$ cat src/rtl/alu_arbiter_pkg.sv
// Shared definitions for the two-port ALU arbiter: opcode map, FSM states and
// the legal-opcode check.
package alu_arbiter_pkg;

    localparam logic [3:0] OP_LSH = 4'b0000;
    localparam logic [3:0] OP_RSH = 4'b0001;
    localparam logic [3:0] OP_AND = 4'b0010;
    localparam logic [3:0] OP_OR  = 4'b0011;
    localparam logic [3:0] OP_GEQ = 4'b1000;
    localparam logic [3:0] OP_EQ  = 4'b1001;
    localparam logic [3:0] OP_NEG = 4'b1010;
    localparam logic [3:0] OP_ADD = 4'b1011;
    localparam logic [3:0] OP_NEQ = 4'b1101;

    typedef enum logic [1:0] {ARB_IDLE, ARB_ISSUE, ARB_RESP} arb_state_t;

    function automatic logic is_legal_op(input logic [3:0] op);
        logic legal;
        case (op)
            OP_LSH, OP_RSH, OP_AND, OP_OR,
            OP_GEQ, OP_EQ, OP_NEG, OP_ADD, OP_NEQ: legal = 1'b1;
            default:                                legal = 1'b0;
        endcase
        return legal;
    endfunction

endpackage

$ cat src/rtl/alu_arbiter_rr_arbiter2.sv
// Two-way round-robin grant: on contention the port that was not granted last
// wins. Output is one-hot or zero, and zero whenever en is low.
module rr_arbiter2 (
    input  logic [1:0] req,
    input  logic       lastGrant,
    input  logic       en,
    output logic [1:0] grant
);

    always_comb begin
        grant    = 2'b00;
        grant[0] = en & req[0] & (~req[1] | lastGrant);
        grant[1] = en & req[1] & (~req[0] | ~lastGrant);
    end

endmodule

$ cat src/rtl/alu_arbiter.sv
// Shares one combinational ALU between two requesters: round-robin grant,
// one-cycle ALU issue, registered result held on a per-port response channel.
module alu_arbiter
    import alu_arbiter_pkg::*;
#(
    parameter int W = 8
) (
    input  logic         Clk,
    input  logic         Reset,
    input  logic         req_valid0,
    input  logic [3:0]   req_op0,
    input  logic [W-1:0] req_a0,
    input  logic [W-1:0] req_b0,
    output logic         req_ready0,
    input  logic         req_valid1,
    input  logic [3:0]   req_op1,
    input  logic [W-1:0] req_a1,
    input  logic [W-1:0] req_b1,
    output logic         req_ready1,
    output logic         rsp_valid0,
    input  logic         rsp_ready0,
    output logic         rsp_valid1,
    input  logic         rsp_ready1,
    output logic [W-1:0] rsp_data,
    output logic         rsp_zero,
    output logic         rsp_err,
    output logic [3:0]   alu_op,
    output logic [W-1:0] alu_a,
    output logic [W-1:0] alu_b,
    input  logic [W-1:0] alu_out,
    input  logic         alu_zero
);

    arb_state_t   state;
    logic         lastGrant;
    logic         owner;
    logic [3:0]   opR;
    logic [W-1:0] aR;
    logic [W-1:0] bR;
    logic [1:0]   grant;
    logic         grantEn;
    logic [3:0]   selOp;
    logic [W-1:0] selA;
    logic [W-1:0] selB;
    logic         ownerReady;

    // Grants are suppressed while Reset is high so a requester never sees a
    // handshake that the reset is about to throw away.
    assign grantEn = (state == ARB_IDLE) && !Reset;

    rr_arbiter2 u_rr (
        .req       ({req_valid1, req_valid0}),
        .lastGrant (lastGrant),
        .en        (grantEn),
        .grant     (grant)
    );

    assign req_ready0 = grant[0];
    assign req_ready1 = grant[1];

    assign selOp = grant[1] ? req_op1 : req_op0;
    assign selA  = grant[1] ? req_a1  : req_a0;
    assign selB  = grant[1] ? req_b1  : req_b0;

    assign rsp_valid0 = (state == ARB_RESP) && !owner;
    assign rsp_valid1 = (state == ARB_RESP) &&  owner;
    assign ownerReady = owner ? rsp_ready1 : rsp_ready0;

    assign alu_op = (state == ARB_ISSUE) ? opR : 4'b0000;
    assign alu_a  = (state == ARB_ISSUE) ? aR  : '0;
    assign alu_b  = (state == ARB_ISSUE) ? bR  : '0;

    always_ff @(posedge Clk) begin
        if (Reset) begin
            state     <= ARB_IDLE;
            lastGrant <= 1'b1;
            owner     <= 1'b0;
            opR       <= 4'b0000;
            aR        <= '0;
            bR        <= '0;
            rsp_data  <= '0;
            rsp_zero  <= 1'b0;
            rsp_err   <= 1'b0;
        end else begin
            case (state)
                ARB_IDLE: begin
                    if (|grant) begin
                        owner     <= grant[1];
                        lastGrant <= grant[1];
                        opR       <= selOp;
                        aR        <= selA;
                        bR        <= selB;
                        if (is_legal_op(selOp)) begin
                            state <= ARB_ISSUE;
                        end else begin
                            // Illegal ops skip the ALU and answer with an error.
                            state    <= ARB_RESP;
                            rsp_data <= '0;
                            rsp_zero <= 1'b0;
                            rsp_err  <= 1'b1;
                        end
                    end
                end
                ARB_ISSUE: begin
                    rsp_data <= alu_out;
                    rsp_zero <= alu_zero;
                    rsp_err  <= 1'b0;
                    state    <= ARB_RESP;
                end
                ARB_RESP: begin
                    if (ownerReady) state <= ARB_IDLE;
                end
                default: state <= ARB_IDLE;
            endcase
        end
    end

endmodule

$ cat config.mk
export PLATFORM = sky130hd
export DESIGN_NAME = alu_arbiter
export DESIGN_NICKNAME = d
export VERILOG_FILES = /design/src/rtl/alu_arbiter_pkg.sv /design/src/rtl/alu_arbiter_rr_arbiter2.sv /design/src/rtl/alu_arbiter.sv
export SDC_FILE = /design/constraint.sdc
export NUM_CORES = 1
export LEC_CHECK = 0
export CAP_MARGIN = 20
export CORE_UTILIZATION = 38
export CTS_BUF_LIST = sky130_fd_sc_hd__clkbuf_4 sky130_fd_sc_hd__clkbuf_8 sky130_fd_sc_hd__clkbuf_16
export CTS_CLUSTER_DIAMETER = 100
export DETAILED_ROUTE_END_ITERATION = 10
export GPL_ROUTABILITY_DRIVEN = 1
export GPL_TIMING_DRIVEN = 0
export PLACE_DENSITY = 0.83
export SYNTH_ARGS = -nofsm -noshare
export SYNTH_HDL_FRONTEND = slang
export SYNTH_SLANG_ARGS = --single-unit
$ cat constraint.sdc
create_clock -name Clk -period 2.1 [get_ports Clk]
set_clock_uncertainty 0.05 [all_clocks]
set_input_delay 0.42 -clock Clk [delete_from_list [all_inputs] [get_ports Clk]]
set_output_delay 0.42 -clock Clk [all_outputs]
set_load 0.01 [all_outputs]
# Yosys cells after proc, flatten, opt, wreduce, memory -nomap -nowiden
# Memories as Yosys holds them, arrays and structs flattened.
# Index checks and enable logic that the tools add are counted.
word_totals:
  register_bits: 34
  mem_bits_ro: 16
  elab_cells: 58
  memories: 1
mem_list:
  columns: ["name", "words", "width", "read_ports", "rd_clocked_by_memory_dff", "wr", "line", "source"]
  rows:
  - ["(name not given)", 16, 1, 1, 0, 0, "alu_arbiter_pkg.sv:19", "case (op)"]
op_classes:
  n_eq_ne: 5
  muxes: 23
  n_bitwise: 9
  n_reduce_logical: 11
ops:
  columns: ["operator", "n"]
  rows:
  - ["$mux 8", 6]
  - ["$pmux 8 s2", 1]
  - ["$mux 1", 8]
  - ["$mux 4", 2]
  - ["$mux 2", 3]
  - ["$pmux 2 s3", 1]
  - ["$and 1x1->1", 4]
  - ["$ne 2x2->1 const B", 2]
  - ["$pmux 1 s2", 2]
  - ["$reduce_and 2->1", 2]
  - ["$logic_and 1x1->1", 3]
  - ["$not 1->1", 3]
  - ["$reduce_and 3->1", 1]
  - ["$eq 2x1->1 const B", 1]
  - ["$eq 2x2->1 const B", 1]
  - ["$logic_not 1->1", 2]
  - ["$logic_not 2->1", 1]
  - ["$ne 2x1->1 const B", 1]
  - ["$or 1x1->1", 2]
  - ["$reduce_bool 2->1", 1]
  - ["$reduce_or 2->1", 1]

# Logic depth before layout (Yosys ltp)
# Gate-level depths: netlist (run 1).
# An unclocked memory read counts as a cell.
depth:
  word_depth: 12
  mapped_depth: 6
  ltp_nobuf: 5

# By module
# A second synthesis (run 1) with hierarchy kept.
hier_totals:
  cells_unflattened: 210
  area_unflattened_um2: 1861.8
by_module_without_submodules:
  columns: ["mod", "instances", "cells_per_inst", "area_each_um2"]
  rows:
  - ["alu_arbiter", 1, 205, 1840.5]
  - ["rr_arbiter2", 1, 5, 21.3]

# Worst setup path before layout (run 1)
# Ideal clock, no wire load.
synth_timing:
  path_type: "in2out"
  from: "input port Reset"
  to: "output port req_ready0"
  arrival_ns: 1.305
  t_required_ns: 1.630
  setup_slack_ns: 0.325
  path_stages: 5
  cell_sequence: "buf_2 > nor3_2 > nand3_2 > buf_2 > inv_1"
synth_between:
  elab_chain_cells: 4
synth_rtl:
  columns: ["item", "line", "source"]
  rows:
  - ["from (decl)", "alu_arbiter.sv:9", "input logic Reset,"]
  - ["$logic_not 1->1", "alu_arbiter.sv:49", "assign grantEn = (state == ARB_IDLE) && !Reset;"]
  - ["$logic_and 1x1->1", "alu_arbiter.sv:49", null]
  - ["$and 1x1->1 (2 in series)", "alu_arbiter_rr_arbiter2.sv:12", "grant[0] = en & req[0] & (~req[1] | lastGrant);"]
  - ["to (decl)", "alu_arbiter.sv:14", "output logic req_ready0,"]
# Every way passes these cells.

# Final worst setup path (run 1)
layout_timing:
  from: "input port req_valid0"
  to: "register rsp_data[1]"
layout_between:
  elab_chain_cells: 10
  word_cells_on_any_way: 14
  classes_between: "eq/ne (2); mux (4); bitwise (5); reduce/logical (2); memory (1)"
layout_rtl:
  columns: ["item", "line", "source"]
  rows:
  - ["from (decl)", "alu_arbiter.sv:10", "input logic req_valid0,"]
  - ["$not 1->1", "alu_arbiter_rr_arbiter2.sv:13", "grant[1] = en & req[1] & (~req[0] | ~lastGrant);"]
  - ["$or 1x1->1", "alu_arbiter_rr_arbiter2.sv:13", null]
  - ["$and 1x1->1", "alu_arbiter_rr_arbiter2.sv:13", null]
  - ["$mux 4", "alu_arbiter.sv:61", "assign selOp = grant[1] ? req_op1 : req_op0;"]
  - ["$mem_v2 16x1", null, null]
  - ["$mux 1", "alu_arbiter.sv:87", "if (|grant) begin"]
  - ["$mux 1", "alu_arbiter.sv:85", "case (state)"]
  - ["$mux 1", "alu_arbiter.sv:74", "if (Reset) begin"]
  - ["$ne 2x2->1 (no line)", null, null]
  - ["$reduce_and 3->1 (no line) (*)", null, null]
  - ["to (signal assigned)", "alu_arbiter.sv:105", "rsp_data <= alu_out;"]
  - ["to (decl)", "alu_arbiter.sv:24", "output logic [W-1:0] rsp_data,"]
# Mark *: on every way between the ends. The rest lies on a longest branch, timed or not. The select of a mux whose other input is x is not followed.
# A chain may end at the register's enable or synchronous reset.

==> impl_metrics.tcl, run 1 <==
set metrics [dict create \
    finalWirelength_mm 4.83 \
    pwr-share-clk 0.332 \
    die_h_um 67.0 \
    required_ps 2280 \
    period_share 0.972 \
    setup_violations 0 \
    first_pass_iters 4 \
    port_buffers 88 \
    slew_violations 0 \
    synth_edf_count 0 \
    track_usage 0.223 \
    insertedDiodeCount 0 \
    crit_path_start_kind "input pin" \
    rr_endpoint "rsp_data[1]" \
    insertion_delay_ps 290 \
    netlist_instances 169 \
    power.switching_mw 0.463 \
    clock_path_buffers 2 \
    critical_path_class "input pin to flop" \
    post-route-util 0.693 \
    yosys_warnings 0 \
    rows 23 \
    syn-num-nets 224 \
    pwr-share-comb 0.252 \
    tns_ps 0 \
    ys_seq_elements 34 \
    reg2reg_slack_ps 90 \
    layout_commonest_cell "clkdlybuf4s50_1" \
    synth.distinct_cells 31 \
    fin_crit_ps 2040 \
    clk_pin_slew_ps 70 \
    grt_pass1_vias 1602 \
    yosysSeqAreaShare 0.423 \
    p_leak_nw 1.38 \
    cts_tree "done" \
    p_int_mw 1.32 \
    ys_async_sr_fraction 0 \
    drt-initial-drc-count 67 \
    cts_num_sinks 34 \
    avgSynthCellArea_um2 9.51 \
    drv_cap 0 \
    grt_max_degree 12 \
    viasPerCell 5.07 \
    wl_per_cell_um 14.9 \
    ant_nets 0 \
    gp_congestion 0.797 \
    grt_pass1_wl_mm 7.36 \
    layout_common_cells "clkdlybuf4s50_1 (63), dfxtp_1 (32), and2_1 (21), mux2i_1 (21)" \
    reg2reg_depth 5 \
    rsz0062_at_grt "no" \
    worst_pin_slew_ps 574 \
    p_total_mw 1.78 \
    dp_hpwl_mm 3.29 \
    area_growth_pct 73.6 \
    drive_gt1_frac 0.128 \
    worstPathArrival_ps 2220 \
    seq_power_share 0.415 \
    num_vias 1642 \
    htreeDepth 2 \
    outcome "finished clean" \
    start_util 0.399 \
    cts_hold_buf 0 \
    dieArea_um2 4500 \
    crit_end "rsp_data[1]" \
    grt-ovfl-total 0 \
    timing.fmax_mhz 490 \
    drc 0 \
    fin_nets 328 \
    crit_fanout 9 \
    slew_headroom 0.616 \
    hold_viol_final 0 \
    core-area_um2 4030 \
    end_kind "flop" \
    die_x_um 67.0 \
    io_pins 89 \
    antenna_found_initial 0 \
    hold_class "flop to flop" \
    power_density_nw_per_um2 639 \
    syn_area_um2 1610 \
    layoutNonFillerInstCount 324 \
    swShare 0.260 \
    place_inst 307 \
    regToRegStartpoint "state[0]" \
    ys.flop_type "dfxtp_1" \
    vdd_drop_max_uv 392 \
    startpoint "req_valid0" \
    cts_made_buffers 5 \
    clockRootBuffer "clkbuf_8" \
]
-- synthesized netlist by cell type (all sizes together), types with 3 or more instances --
cell type,instances,area share
a22o,9,0.049
and2,21,0.082
clkbuf,8,0.019
inv,3,0.0070
nor2b,4,0.016
nand2,4,0.0093
nor2,20,0.047
buf,4,0.012
dfxtp,34,0.42
mux2i,21,0.13
a211oi,20,0.093
-- worst max-delay path: stages --
cell,delay (ps)
clkdlybuf4s50_1,510
a21bo_2,270
o221a_1,300
o41ai_4,500
a22o_1,220
-- per-stage QoR --
stage | hold WS (ps) | setup WS [ps] | instance area (µm²)
after floorplan | 418 | 325 | 1610
after global placement | 408 | -819 | 2550
after detailed placement | 404 | -847 | 2550
after CTS | 427 | 9.29 | 2770
after global routing | 441 | 15.0 | 2790
final | 425 | 57.9 | 2790
-- layout make-up --
cell class | instances | area, µm²
buffer | 12 | 85.1
clock buffer | 5 | 68.8
clock inverter | 3 | 40.0
fill | 342 | 1240
inverter | 3 | 11.3
multi-input combinational | 120 | 898
sequential | 34 | 686
tap | 50 | 62.6
timing repair buffer | 97 | 940
-- registers in the layout, summed over array words and instances, names as in the netlist --
name and count:
aR 8, bR 8, lastGrant 1, opR 4, owner 1, rsp_data 8, rsp_err 1, rsp_zero 1
state 2
-- cells by family (layout without fill, tap and decap cells) --
group	count (synthesis)	in the layout	share of synthesized area
mux	21	21	0.131
simple gates	57	57	0.189
compound gates	42	42	0.219
flops	34	34	0.423
buf+inv	15	120	0.0373
-- how the worst min path moves through the flow --
| stage | start | endpoint | slack, ps | cells after the start |
|---|---|---|---|---|
| after floorplan | lastGrant | lastGrant | 420 | 1 |
| after global placement | rsp_zero | rsp_zero | 410 | 1 |
| after detailed placement | rsp_data[7] | rsp_data[7] | 400 | 1 |
| after CTS | rsp_data[1] | rsp_data[1] | 430 | 1 |
| after global routing | rsp_data[1] | rsp_data[1] | 440 | 1 |
| final | rsp_zero | rsp_zero | 420 | 1 |
-- timing repair --
| item | CTS | global route |
|---|---|---|
| gates resized for setup | 47 | 8 |
| setup buffers | 9 | 0 |
| pin swaps | 2 | 0 |
| hold endpoints to repair | 0 | 0 |
| setup endpoints to repair | 31 | 7 |
-- routing by layer --
layer | up-vias | global-route usage | wire [µm]
li1 | 811 | - | -
met1 | 763 | 0.261 | 2070
met2 | 59 | 0.371 | 2340
met3 | 9 | 0.0634 | 321
met4 | 0 | 0.101 | 98
met5 | - | 0 | 0
-- power groups by stage --
stage                     logic, mW  registers, mW  clock network, mW
after detailed placement      0.401          0.755                  0
after floorplan               0.194          0.753                  0
after global routing          0.481          0.747              0.633
final                         0.450          0.741              0.592
after CTS                     0.448          0.740              0.606
after global placement        0.397          0.751                  0
Power figures use the tool's default switching activity.
==> inputs of run 2 (changes only) <==
- SLEW_MARGIN: default -> 20
==> results of run 2 <==
Same layout as run 1: the final DEF is identical, and so are final timing and power.
==> inputs of run 3 (changes only) <==
- CTS_CLUSTER_DIAMETER: 100 -> 30
==> results of run 3 <==
Same layout as run 1: the final DEF is identical, and so are final timing and power.
